### src/rtl/jrb_pkg.sv
// jrb_pkg: shared definitions for the jrb register/IO block.
//   - MAR_IDX / MPAGE_IDX / OUT_IDX: write addresses of the special registers,
//     which sit directly above the NREGS general-purpose registers.
//   - wr_kind_e: result of decoding a write address.
package jrb_pkg;

  typedef enum logic [2:0] {
    WR_GPR,
    WR_MAR,
    WR_MPAGE,
    WR_OUT,
    WR_BAD
  } wr_kind_e;

  function automatic int MAR_IDX(input int nregs);
    return nregs;
  endfunction

  function automatic int MPAGE_IDX(input int nregs);
    return nregs + 1;
  endfunction

  function automatic int OUT_IDX(input int nregs);
    return nregs + 2;
  endfunction

endpackage

### src/rtl/jrb_out_port.sv
// jrb_out_port: OUT register with valid/ack handshake.
// Ports:
//   clk, rst_n   clock, async active-low reset
//   wr_sel       write request targeting OUT (wr_en && decode == OUT)
//   wr_data      value to load
//   rdy          OUT can take a write this cycle
//   out_data     OUT register (holds after ack)
//   out_valid    OUT holds unconsumed data
//   out_ack      consumer takes OUT
module jrb_out_port #(
  parameter int WIDTH = 8
) (
  input  logic             clk,
  input  logic             rst_n,
  input  logic             wr_sel,
  input  logic [WIDTH-1:0] wr_data,
  output logic             rdy,
  output logic [WIDTH-1:0] out_data,
  output logic             out_valid,
  input  logic             out_ack
);

  logic load;

  // A same-cycle ack frees the slot, so a new value can land on that edge.
  assign rdy  = !(out_valid && !out_ack);
  assign load = wr_sel && rdy;

  always_ff @(posedge clk or negedge rst_n) begin
    if (!rst_n) begin
      out_data  <= '0;
      out_valid <= 1'b0;
    end else if (load) begin
      out_data  <= wr_data;
      out_valid <= 1'b1;
    end else if (out_ack && out_valid) begin
      out_valid <= 1'b0;
    end
  end

endmodule

### src/rtl/jrb_regfile.sv
// jrb_regfile: parametrised register/IO block.
//   Addressed write port (GPRs, MAR, MPAGE, OUT), two GPR read ports for the
//   ALU, {MPAGE,MAR} memory address, handshaked OUT port, sampled input.
// Ports:
//   clk, rst_n                  clock, async active-low reset
//   wr_en/wr_addr/wr_data       write request; wr_ready accepts, wr_err flags
//                               a write to an unmapped address (1-cycle pulse)
//   rda_*/rdb_*                 combinational GPR reads (0 when disabled/out of range)
//   mem_addr                    {MPAGE, MAR}
//   out_data/out_valid/out_ack  OUT handshake
//   in_pins/in_data             sampled input
// Build option: JRB_REGFILE_INSYNC_EN adds a two-flop synchroniser ahead of
// the input sample register (in_data latency 3 instead of 1).
module jrb_regfile
  import jrb_pkg::*;
#(
  parameter  int WIDTH = 8,
  parameter  int NREGS = 4,
  localparam int AW    = $clog2(NREGS + 3)
) (
  input  logic               clk,
  input  logic               rst_n,
  input  logic               wr_en,
  input  logic [AW-1:0]      wr_addr,
  input  logic [WIDTH-1:0]   wr_data,
  output logic               wr_ready,
  output logic               wr_err,
  input  logic               rda_en,
  input  logic [AW-1:0]      rda_addr,
  output logic [WIDTH-1:0]   rda_data,
  input  logic               rdb_en,
  input  logic [AW-1:0]      rdb_addr,
  output logic [WIDTH-1:0]   rdb_data,
  output logic [2*WIDTH-1:0] mem_addr,
  output logic [WIDTH-1:0]   out_data,
  output logic               out_valid,
  input  logic               out_ack,
  input  logic [WIDTH-1:0]   in_pins,
  output logic [WIDTH-1:0]   in_data
);

  logic [NREGS-1:0][WIDTH-1:0] gpr;
  logic [WIDTH-1:0]            mar, mpage;
  wr_kind_e                    wr_kind;
  logic                        wr_acc;
  logic                        out_rdy;

  always_comb begin
    wr_kind = WR_BAD;
    if (wr_addr < AW'(NREGS))                       wr_kind = WR_GPR;
    else if (wr_addr == AW'(MAR_IDX(NREGS)))   wr_kind = WR_MAR;
    else if (wr_addr == AW'(MPAGE_IDX(NREGS))) wr_kind = WR_MPAGE;
    else if (wr_addr == AW'(OUT_IDX(NREGS)))   wr_kind = WR_OUT;
  end

  // Only OUT can stall; every other target (including bad ones) is ready.
  assign wr_ready = (wr_kind != WR_OUT) || out_rdy;
  assign wr_acc   = wr_en && wr_ready;

  always_ff @(posedge clk or negedge rst_n) begin
    if (!rst_n) begin
      gpr    <= '0;
      mar    <= '0;
      mpage  <= '0;
      wr_err <= 1'b0;
    end else begin
      wr_err <= wr_en && (wr_kind == WR_BAD);
      if (wr_acc) begin
        for (int i = 0; i < NREGS; i++)
          if (wr_kind == WR_GPR && wr_addr == AW'(i)) gpr[i] <= wr_data;
        if (wr_kind == WR_MAR)   mar   <= wr_data;
        if (wr_kind == WR_MPAGE) mpage <= wr_data;
      end
    end
  end

  // Reads see registered state only; a write shows up the following cycle.
  always_comb begin
    rda_data = '0;
    rdb_data = '0;
    for (int i = 0; i < NREGS; i++) begin
      if (rda_en && rda_addr == AW'(i)) rda_data = gpr[i];
      if (rdb_en && rdb_addr == AW'(i)) rdb_data = gpr[i];
    end
  end

  assign mem_addr = {mpage, mar};

  jrb_out_port #(.WIDTH(WIDTH)) u_out (
    .clk       (clk),
    .rst_n     (rst_n),
    .wr_sel    (wr_en && (wr_kind == WR_OUT)),
    .wr_data   (wr_data),
    .rdy       (out_rdy),
    .out_data  (out_data),
    .out_valid (out_valid),
    .out_ack   (out_ack)
  );

`ifdef JRB_REGFILE_INSYNC_EN
  logic [1:0][WIDTH-1:0] sync_q;

  always_ff @(posedge clk or negedge rst_n) begin
    if (!rst_n) begin
      sync_q  <= '0;
      in_data <= '0;
    end else begin
      sync_q  <= {sync_q[0], in_pins};
      in_data <= sync_q[1];
    end
  end
`else
  always_ff @(posedge clk or negedge rst_n) begin
    if (!rst_n) in_data <= '0;
    else        in_data <= in_pins;
  end
`endif

endmodule

### config.mk
export PLATFORM = sky130hd
export DESIGN_NAME = jrb_regfile
export DESIGN_NICKNAME = d
export VERILOG_FILES = /design/src/rtl/jrb_pkg.sv /design/src/rtl/jrb_out_port.sv /design/src/rtl/jrb_regfile.sv
export SDC_FILE = /design/constraint.sdc
export NUM_CORES = 1
export LEC_CHECK = 0
export BUFFER_PORTS_ARGS = -buffer_cell sky130_fd_sc_hd__buf_2
export CAP_MARGIN = 25
export CORE_MARGIN = 3
export CORE_UTILIZATION = 56
export CTS_CLUSTER_SIZE = 40
export DETAILED_ROUTE_END_ITERATION = 6
export PLACE_DENSITY = 0.85
export SLEW_MARGIN = 20
export SYNTH_ARGS = -nofsm -noshare
export SYNTH_HDL_FRONTEND = slang
export SYNTH_HIERARCHICAL = 1
export SYNTH_SLANG_ARGS = --single-unit
### constraint.sdc
create_clock -name clk -period 1.4 [get_ports clk]
set_input_delay 0.14 -clock clk [delete_from_list [all_inputs] [get_ports clk]]
set_output_delay 0.14 -clock clk [all_outputs]
set_load 0.1 [all_outputs]
==> results of run 1 <==
repair_timing:
| action | 4_1_cts |
|---|---|
| resized for setup | 39 |
| setup endpoints to repair | 17 |
| hold buffers | 9 |
| cloned | 0 |
| buffers inserted | 4 |
| hold endpoints to repair | 22 |
| pin swaps | 13 |
synth_stat cells, drive strengths merged:
cell,instances
and4b,1
nand3b,2
clkbuf,3
nor4bb,1
and4bb,2
nand4bb,1
nand2b,2
nand4b,2
or3b,2
buf,10
and4,1
nand2,1
nor4b,1
mux2,56
mux2i,32
o22ai,16
dfrtp,66
layer usage:
| metal | GRT overflow | global-route usage, % |
|---|---|---|
| met3 | 0 | 54.3 |
| met1 | 0 | 70.8 |
| met4 | 3 | 64.3 |
| met5 | 0 | 4.55 |
| met2 | 3 | 80.4 |
through the flow:
stage | std cells | hold WS [ns] | util, %
2_1_floorplan | 199 | -0.156 | -
3_3_place_gp | 347 | 0.0726 | 83.4
3_5_place_dp | 347 | 0.0815 | 83.4
4_1_cts | 376 | 0.123 | 93.6
cell families after synthesis:
family,after synthesis,share of synthesized area (%)
mux,88,33.0
flops,66,55.6
compound gates,16,3.37
simple gates,16,6.02
buf+inv,13,2.06
==> metrics.md, run 1 <==
| Metric | Value |
|---|---|
| Placed instance area | 0.00409 mm² |
| Worst ep type | top-level output |
| Root buffer cell | clkbuf_8 |
| Gp weighted congestion | 0.707 |
| Initial Utilization | 60.5% |
| Top cell type by total area after synthesis | dfrtp_1 |
| H-tree levels | 3 |
| I/O pin count | 82 |
| Err | [ERROR GRT-0232] Routing congestion too high. Check the congestion heatmap in the GUI. |
| Fail Step | 5_1_grt |
| Area contributors post-synth | dfrtp_1 (56%), mux2_2 (18%), mux2i_1 (11%) |
| Sequential element share of the synthesized area | 55.6% |
| Syn nets | 230 |
| Initial antenna violation count | 1 |
| Clock buffer depth | 2 |
| FP Rows | 25 |
| # port buffers | 81 |
| Pre-CTS setup slack | -0.0383 ns |
| Mean post-synth cell area | 14.9 µm² |
| Area share of the largest cell type after synthesis | 55.6% |
| Worst Endpoint after GRT Repair | rda_data[6] |
| Outcome | stopped before the end |
| Die X | 78.9 µm |
| Ys Warns | 6 |
| Die Span Y | 78.9 µm |
| GRT Total Usage | 67.2% |
| Grt total ovfl | 6 |
| Pin count of the biggest net entering global routing | 53 |
| Cell area after synthesis | 0.00297 mm² |
| Yosys reg bits | 66 |
| Num Clock Sinks | 66 |
| Hpwl dp | 5520 µm |
| CTS Buf Count | 9 |
| Mapped Cells | 199 |
| Post-synthesis cell type count | 19 |
==> inputs of run 2 (changes only) <==
Settings changed: CORE_UTILIZATION 56 to 40, CTS_CLUSTER_SIZE 40 to unset, PLACE_DENSITY 0.85 to unset, PLACE_DENSITY_LB_ADDON set to 0.15.
==> metrics.md, run 2 <==
| Metric | Value |
|---|---|
| Crit end category | output port |
| CTS tree | done |
| Mapped Cells | 199 (unchanged) |
| Root buffer cell | clkbuf_8 |
| FP Rows | 30 (+20%) |
| Asr flop ratio synth | 100% (unchanged) |
| RSZ-0062 raised after global routing | yes |
| Violated checks | setup timing |
| Area contributors post-synth | dfrtp_1 (56%), mux2_2 (18%), mux2i_1 (11%) |
| Startpoint types | flop |
| Placed instance area | 0.00408 mm² (-0.34%) |
| Initial Utilization | 42.6% (-18 points) |
| PD cells | 1580 mW/mm² |
| Max reg flops | 32 |
| Die X | 92.2 µm (+17%) |
| Ys Warns | 6 (unchanged) |
| Area share of the largest cell type after synthesis | 55.6% (unchanged) |
| Number of flops mapped to enable cells by yosys | 0 (unchanged) |
| Hold Crit Class | input pin to flop |
| Post-layout util | 65.0% |
| Vias | 2,086 |
| Slew Limit Fails | 0 |
| Layout cells sized above 1 | 73.7% |
| Fin area | 0.00454 mm² |
| Vias in the first global route | 2,233 |
| Worst reg-to-reg setup slack | 0.19 ns |
| Clock transition at path regs | 0.07 ns |
| Clock buffer depth | 2 (unchanged) |
| Outcome | finished, violations left |
| CTS Buf Count | 9 (unchanged) |
| Worst slew pin tran | 0.504 ns |
| Nets | 338 |
| Slowest Stage Delay on Critical Path | 0.43 ns |
| Final count of hold timing violations | 0 |
| CP Max Fanout | 3 |
| Initial antenna violation count | 0 |
| Vias per inst | 5.11 |
| TNS Setup | -0.185 ns |
| Cell area after synthesis | 0.00297 mm² (unchanged) |
| Initial DRC count | 81 |
| Most frequent cells in the layout | dfrtp_1 (64), buf_2 (64), mux2_2 (48) |
| Syn-to-layout area delta | 52.7% |
| GRT Total Usage | 18.4% |
| # port buffers | 81 (unchanged) |
| Sequential element share of the synthesized area | 55.6% (unchanged) |
| Pin count of the biggest net entering global routing | 67 |
| Hpwl dp | 4850 µm (-12%) |
| Post-synthesis cell type count | 19 (unchanged) |
| CP top delay family | flip-flops |
| Die Span Y | 92.2 µm (+17%) |
| Later-pin clock latency in the skew report | 0.33 ns |
| Fin crit share | 103% |
| Leakage | 1.94 nW |
| F_max | 697 MHz |
| Die area | 0.00850 mm² |
| Top cell type by total area after synthesis | dfrtp_1 |
| DRT Pass-1 Iters | 4 |
| Post-layout minimum cycle time | 1.44 ns |
| DRC viols | 0 |
| Slowest-stage cell, CP | dfrtp_1 |
| Core Box Area | 0.00698 mm² |
| Worst EP required | 1.26 ns |
| Max-cap violations | 0 |
| Smallest setup slack after layout | -0.0357 ns |
| WP buf/inv | 1 |
| DRT Wirelength | 7240 µm |
| Worst path arrival time | 1.30 ns |
| I/O pin count | 82 (unchanged) |
| Mean post-synth cell area | 14.9 µm² (unchanged) |
| Commonest cells post-synth | dfrtp_1 (66), mux2_2 (48), mux2i_1 (32) |
| VDD IR max | 0.00121 V |
| Routed length per placed instance | 17.7 µm |
| Largest Register | gpr |
| Num Clock Sinks | 66 (unchanged) |
| Syn nets | 230 (unchanged) |
| Synth Flop Type | dfrtp_1 |
| H-tree levels | 3 (unchanged) |
| Grt total ovfl | 0 |
| Max_slew headroom | 66.6% |
| Gp weighted congestion | 0.733 (+3.6%) |
| Setup-failing EPs final | 10 |
| Crit-path cells | mux2i_2 > o22ai_4 > buf_12 |
| Critical path type | flop to output port |
| Pre-CTS setup slack | -0.0371 ns (+0.00117 ns) |
| Worst Skew | 0.00238 ns |
| ANT cells | 0 |
| First-pass GRT wire length | 12,000 µm |
| Yosys reg bits | 66 (unchanged) |
| Cell with the most instances after synthesis | dfrtp_1 |
| Final ANT Viol Nets | 0 |
==> run 2: worst reg2reg max path, delay by kind of cell, from the launching register on <==
family                 cells  cell delay (ns)
AND/OR/NAND/NOR            2             0.16
buffers and inverters      1             0.13
flip-flops                 1             0.49
multiplexers               1             0.32
==> run 2: timing repair <==
action,in CTS,in global routing
resized for setup,34,2
hold buffers,9,0
gates cloned,0,0
pin swaps,13,8
hold endpoints to repair,74,0
setup endpoints to repair,17,17
setup buffers,3,4
==> run 2: final cells by class <==
type	count	area (µm²)
clock inverter	6	42.5
tap	96	120
multi-input combinational	120	1630
sequential	66	1660
clock buffer	10	138
fill	553	2440
timing repair buffer	110	955
==> run 2: kinds of logic (layout without fill, tap and decap cells) <==
| family | after synthesis | count (layout) | synth area share (%) |
|---|---|---|---|
| multiplexers | 88 | 88 | 33.0 |
| flip-flops | 66 | 66 | 55.6 |
| AO/OA/AOI/OAI | 16 | 16 | 3.37 |
| AND/OR/NAND/NOR | 16 | 16 | 6.02 |
| buffers and inverters | 13 | 126 | 2.06 |
==> run 2: worst paths after layout <==
check                      cells past startpoint             from                 to
min reg2reg                                    1         mpage[6]           mpage[6]
min                                            2       wr_data[1]  u_out/out_data[1]
max                                            3          gpr[16]        rda_data[0]
max in group asynchronous                      3            rst_n    u_out/out_valid
max reg2reg                                    4  u_out/out_valid  u_out/out_data[2]
min in group asynchronous                      3            rst_n            gpr[26]
==> run 2: where the power goes <==
group | switching [mW] | internal, mW
clock | 0.745 | 0.689
combinational | 2.16 | 0.995
sequential | 0.319 | 2.28
==> run 2: metal layers <==
layer	wire (µm)	track usage, %
met4	68	4.58
met5	0	0
met2	3490	29.4
met1	3260	24.4
met3	416	5.91
==> run 2: metrics by stage <==
step | instances | power (mW) | hold WS (ns)
after floorplan | 199 | 4.87 | -0.156
after global placement | 376 | 5.51 | 0.183
after detailed placement | 376 | 5.55 | 0.187
after CTS | 404 | 7.21 | 0.102
after global routing | 408 | 7.51 | 0.110
final | 408 | 7.19 | 0.117
Note: power is estimated with default switching activity, not from simulation.
